<file path="src/rtl/vga_timing_gen.sv">
// rtl/vga_timing_gen.sv - VGA raster timing generator: pixel divider, scan counters, syncs, markers
module vga_timing_gen #(
  parameter int CLK_DIV  = 2,
  parameter int H_ACTIVE = 640,
  parameter int H_FP     = 16,
  parameter int H_SYNC   = 96,
  parameter int H_BP     = 48,
  parameter int V_ACTIVE = 480,
  parameter int V_FP     = 10,
  parameter int V_SYNC   = 2,
  parameter int V_BP     = 33
) (
  input  logic        clk,
  input  logic        rst,
  output logic        VGA_HS,
  output logic        VGA_VS,
  output logic [15:0] xcount,
  output logic [15:0] ycount,
  output logic        active_video,
  output logic        pix_en,
  output logic        line_start,
  output logic        frame_start
);

  localparam int H_TOTAL = H_ACTIVE + H_FP + H_SYNC + H_BP;
  localparam int V_TOTAL = V_ACTIVE + V_FP + V_SYNC + V_BP;

  // Divider terminal count; CLK_DIV tops out at 16, so 5 bits always suffice.
  localparam logic [4:0] DIV_LAST = 5'(CLK_DIV - 1);

  // Phase boundaries as 16-bit constants so all compares are width-matched.
  localparam logic [15:0] H_A_END = 16'(H_ACTIVE);
  localparam logic [15:0] H_F_END = 16'(H_ACTIVE + H_FP);
  localparam logic [15:0] H_S_END = 16'(H_ACTIVE + H_FP + H_SYNC);
  localparam logic [15:0] H_LAST  = 16'(H_TOTAL - 1);
  localparam logic [15:0] V_A_END = 16'(V_ACTIVE);
  localparam logic [15:0] V_F_END = 16'(V_ACTIVE + V_FP);
  localparam logic [15:0] V_S_END = 16'(V_ACTIVE + V_FP + V_SYNC);
  localparam logic [15:0] V_LAST  = 16'(V_TOTAL - 1);

  typedef enum logic [1:0] {
    PH_ACTIVE,
    PH_FRONT,
    PH_SYNC,
    PH_BACK
  } phase_t;

  // Phase is a pure function of position, so it is derived from the next
  // counter value and registered alongside it: outputs never skew.
  function automatic phase_t phase_of(
    input logic [15:0] pos,
    input logic [15:0] a_end,
    input logic [15:0] f_end,
    input logic [15:0] s_end
  );
    phase_t ph;
    if (pos < a_end) begin
      ph = PH_ACTIVE;
    end else if (pos < f_end) begin
      ph = PH_FRONT;
    end else if (pos < s_end) begin
      ph = PH_SYNC;
    end else begin
      ph = PH_BACK;
    end
    return ph;
  endfunction

  logic [4:0]  div_cnt;
  logic        adv;
  logic        x_wrap;
  logic        y_wrap;
  logic [15:0] x_next;
  logic [15:0] y_next;
  phase_t      h_phase_next;
  phase_t      v_phase_next;
  logic        hs_next;
  logic        vs_next;
  logic        active_next;

  // Pixel-rate divider: returns to 0 on each advance edge.
  always_ff @(posedge clk or posedge rst) begin
    if (rst) begin
      div_cnt <= 5'd0;
    end else if (adv) begin
      div_cnt <= 5'd0;
    end else begin
      div_cnt <= div_cnt + 5'd1;
    end
  end

  // Next scan position and the phase/sync/active values that go with it.
  always_comb begin
    adv          = (div_cnt == DIV_LAST);
    x_wrap       = (xcount == H_LAST);
    y_wrap       = (ycount == V_LAST);
    x_next       = xcount + 16'd1;
    y_next       = ycount;
    if (x_wrap) begin
      x_next = 16'd0;
      y_next = y_wrap ? 16'd0 : ycount + 16'd1;
    end
    h_phase_next = phase_of(x_next, H_A_END, H_F_END, H_S_END);
    v_phase_next = phase_of(y_next, V_A_END, V_F_END, V_S_END);
    hs_next      = (h_phase_next != PH_SYNC);
    vs_next      = (v_phase_next != PH_SYNC);
    active_next  = (h_phase_next == PH_ACTIVE) && (v_phase_next == PH_ACTIVE);
  end

  // Scan position and all timing outputs; they move together on advance edges.
  always_ff @(posedge clk or posedge rst) begin
    if (rst) begin
      xcount       <= 16'd0;
      ycount       <= 16'd0;
      VGA_HS       <= 1'b1;
      VGA_VS       <= 1'b1;
      active_video <= 1'b1;
      pix_en       <= 1'b0;
      line_start   <= 1'b0;
      frame_start  <= 1'b0;
    end else if (adv) begin
      xcount       <= x_next;
      ycount       <= y_next;
      VGA_HS       <= hs_next;
      VGA_VS       <= vs_next;
      active_video <= active_next;
      pix_en       <= 1'b1;
      line_start   <= x_wrap;
      frame_start  <= x_wrap && y_wrap;
    end else begin
      pix_en       <= 1'b0;
      line_start   <= 1'b0;
      frame_start  <= 1'b0;
    end
  end

endmodule
</file>
<file path="config.mk">
export PLATFORM = sky130hd
export DESIGN_NAME = vga_timing_gen
export DESIGN_NICKNAME = d
export VERILOG_FILES = /design/src/rtl/vga_timing_gen.sv
export SDC_FILE = /design/constraint.sdc
export NUM_CORES = 1
export LEC_CHECK = 0
export ABC_AREA = 1
export CORE_ASPECT_RATIO = 1.1
export CORE_MARGIN = 3
export CORE_UTILIZATION = 55
export DETAILED_ROUTE_END_ITERATION = 7
export PLACE_DENSITY_LB_ADDON = 0.05
export SLEW_MARGIN = 20
export SYNTH_ARGS = -nofsm -noshare
export SYNTH_HDL_FRONTEND = slang
export SYNTH_SLANG_ARGS = --single-unit
</file>
<file path="constraint.sdc">
create_clock -name clk -period 2.4 [get_ports clk]
set_input_delay 0.36 -clock clk [delete_from_list [all_inputs] [get_ports clk]]
set_output_delay 0.36 -clock clk [all_outputs]
set_load 0.02 [all_outputs]
</file>
==> flow_metrics.env <==
export IMPL_outcome="complete, no violations"
export IMPL_p_leak_nw=1.64
export IMPL_fillCellCount=442
export IMPL_drv_cap=0
export IMPL_finalClockSkew_ns=0.00618
export IMPL_synth_area_per_cell_sq_um=6.54
export IMPL_fp_row_count=27
export IMPL_area_growth_pct=19.5
export IMPL_synthSimpleGateAreaFrac_pct=43.2
export IMPL_synth_xor_area_share_pct=2.95
export IMPL_antenna_found_initial=0
export IMPL_cts_hold_buffers=0
export IMPL_insertion_delay_ns=0.30
export IMPL_slew_headroom_pct=44.4
export IMPL_ys_ff_latch=43
export IMPL_synthAdderAreaFrac_pct=2.11
export IMPL_port_buffers=39
export IMPL_cts_tree="built"
export IMPL_irDropWorstVdd_mv=0.297
export IMPL_switching_share_pct=21.3
export IMPL_max_slew_worst_pin_slew_ns=0.829
export IMPL_max_freq_ghz=0.478
export IMPL_muxShareOfSynthArea_pct=0
export IMPL_htreeDepth=2
export IMPL_die_area_sq_um=6310
export IMPL_power_frac_comb_pct=1.5
export IMPL_hold_class="primary input to async pin"
export IMPL_drv_slew=0
export IMPL_vias_per_cell=5.34
export IMPL_rrSetupSlack_ns=0.31
export IMPL_drc=0
export IMPL_drive_above_1_share_pct=9.42
export IMPL_cts_resized=0
export IMPL_p_per_area_nw_per_um2=344
export IMPL_rsz0062_at_grt="false"
export IMPL_setup_tns_ns=0
export IMPL_timing_worst_setup_path_type="register to register"
export IMPL_synth_seq_area_share_pct=36.4
export IMPL_cp_end_kind="register"
export IMPL_switching_power_w=0.000260
export IMPL_cp_start_kind="register"
export IMPL_die_w_microns=76.0
export IMPL_whs_ns=0.426
export IMPL_antennaDiodeCount=0
export IMPL_worstPathArrival_ns=2.33
export IMPL_multi_input_area_sq_um=1650
export IMPL_drt_iter0_drc=233
export IMPL_cp_data_required_time_ns=2.64
export IMPL_start_util_pct=58.2
export IMPL_grt_pass1_wl_microns=14100
export IMPL_grtUsageTotal_pct=27.5
export IMPL_p_int_w=0.000960
export IMPL_cts_root_buf="clkbuf_8"
export IMPL_ys_types=28
export IMPL_synth_compound_area_share_pct=7.46
export IMPL_seq_area_sq_um=1080
export IMPL_clock_sinks=43
export IMPL_grt_pass1_vias=3023
export IMPL_final_util_pct=69.5
export IMPL_vias=3050
export IMPL_crit_fanout=13
export IMPL_syn_nets=461
export IMPL_seq_power_share_pct=59.3
export IMPL_postCtsSetupBuffers=0
export IMPL_power_share_clock_pct=39.2
export IMPL_syn_area_sq_um=2970
export IMPL_core_area_sq_um=5100
export IMPL_wirelength_microns=8140
export IMPL_finalWeightedCongestion=1.02
export IMPL_dr_pass1_iters=7
export IMPL_cts_buffer_depth=2
export IMPL_setup_viol=0
export IMPL_grt_overflow=0
export IMPL_place_hpwl_microns=6370
export IMPL_ios=40
export IMPL_wl_per_cell_microns=14.3
export IMPL_yosysWarnings=0
export IMPL_num_nets_final=505
export IMPL_fin_crit_sh_pct=87.2
export IMPL_drtAntennaViolNets=0
export IMPL_grt_start_max_net_pins=25
export IMPL_finalHoldViolations=0
export IMPL_path_clk_slew_ns=0.08
export IMPL_synth_top_family_by_area="simple AND/OR/NAND/NOR gates"
export IMPL_cts_inserted_buffers=5
export IMPL_finalCriticalPeriod_ns=2.09
export IMPL_synth_cells=454
export IMPL_chipHeight_microns=83.0
==> final timing paths <==
| check | startpoint | end | cells after the start |
|---|---|---|---|
| min reg2reg | active_video | active_video | 2 |
| max in group asynchronous | rst | xcount[0] | 3 |
| max reg2reg | xcount[1] | VGA_HS | 10 |
| min in group clk | active_video | active_video | 2 |
| max | xcount[1] | VGA_HS | 10 |
| min | rst | xcount[4] | 2 |
==> power groups by stage <==
stage | clock [W] | combinational [W] | sequential (W)
floorplan | 0 | 0.0000106 | 0.000738
global placement | 0 | 0.0000189 | 0.000738
detailed placement | 0 | 0.0000194 | 0.000738
CTS | 0.000490 | 0.0000194 | 0.000724
global route | 0.000529 | 0.0000216 | 0.000724
finish | 0.000478 | 0.0000180 | 0.000724
==> area by class of cell <==
class / instances / area share [%]
Multi-Input combinational cell: 351 / 46.6
Sequential cell: 43 / 30.5
Timing Repair Buffer: 45 / 12.3
Inverter: 52 / 5.50
Tap cell: 72 / 2.54
Clock buffer: 7 / 2.43
Clock inverter: 1 / 0.141
==> synthesized netlist by cell type (all sizes together) <==
master | count | area (sq um)
nand2 | 152 | 586
nor2 | 78 | 348
inv | 51 | 191
nand3 | 43 | 225
dfrtp | 40 | 1000
o21ai | 39 | 203
nand4 | 10 | 62.6
nor3 | 8 | 40.0
clkbuf | 6 | 22.5
xor2 | 6 | 52.6
ha | 5 | 62.6
xnor2 | 4 | 35.0
dfstp | 3 | 78.8
buf | 2 | 16.3
nand3b | 2 | 15.0
a21oi | 1 | 5.00
a31oi | 1 | 6.26
clkinv | 1 | 3.75
o21bai | 1 | 7.51
or2 | 1 | 6.26
==> routing by layer <==
metal	track usage, %	wire length (microns)	vias to the layer above
li1	-	-	1526
met5	0	0	-
met4	12.7	257	0
met3	4.66	442	22
met1	32.6	3310	1377
met2	48.5	4130	125
==> metrics by stage <==
stage                     instances  area, sq um  setup WS (ns)  total power, W
after floorplan                 454         2970          0.574        0.000749
after global placement          563         3450          0.391        0.000757
after detailed placement        563         3450          0.352        0.000758
after CTS                       571         3550          0.328         0.00123
after global routing            571         3550          0.129         0.00128
final                           571         3550          0.307         0.00122
==> cell families after synthesis <==
group / after synthesis
compound gates: 42
xor+xnor: 10
fa+ha+maj: 5
buf+inv: 60
flops: 43
simple gates: 294
==> placed cells by master (no fill, tap or decap), drive strengths merged <==
cell	count
clkbuf	7
inv	50
a31oi	1
or2	1
clkdlybuf4s50	39
nand3	43
nor2	78
o21ai	39
ha	5
a21oi	1
nand4	10
dfrtp	40
o21bai	1
nand3b	2
xnor2	4
nand2	152
nor3	8
clkinv	3
xor2	6
dfstp	3
buf	6
==> registers in the layout (all words and copies together), names as in the netlist <==
name / count
xcount: 16
pix_en: 1
active_video: 1
line_start: 1
frame_start: 1
ycount: 16
VGA_VS: 1
div_cnt: 5
VGA_HS: 1
==> critical path, stage by stage, from the launching register on <==
cell,delay [ns]
dfrtp_1,0.40
ha_1,0.21
nand2_2,0.09
nor2_4,0.14
nand3_1,0.13
nor2_4,0.35
nor3_1,0.15
nor3_1,0.27
nand3b_1,0.17
nor2_1,0.05
nor2_1,0.08
No activity file was read; power rests on OpenSTA's default activity.
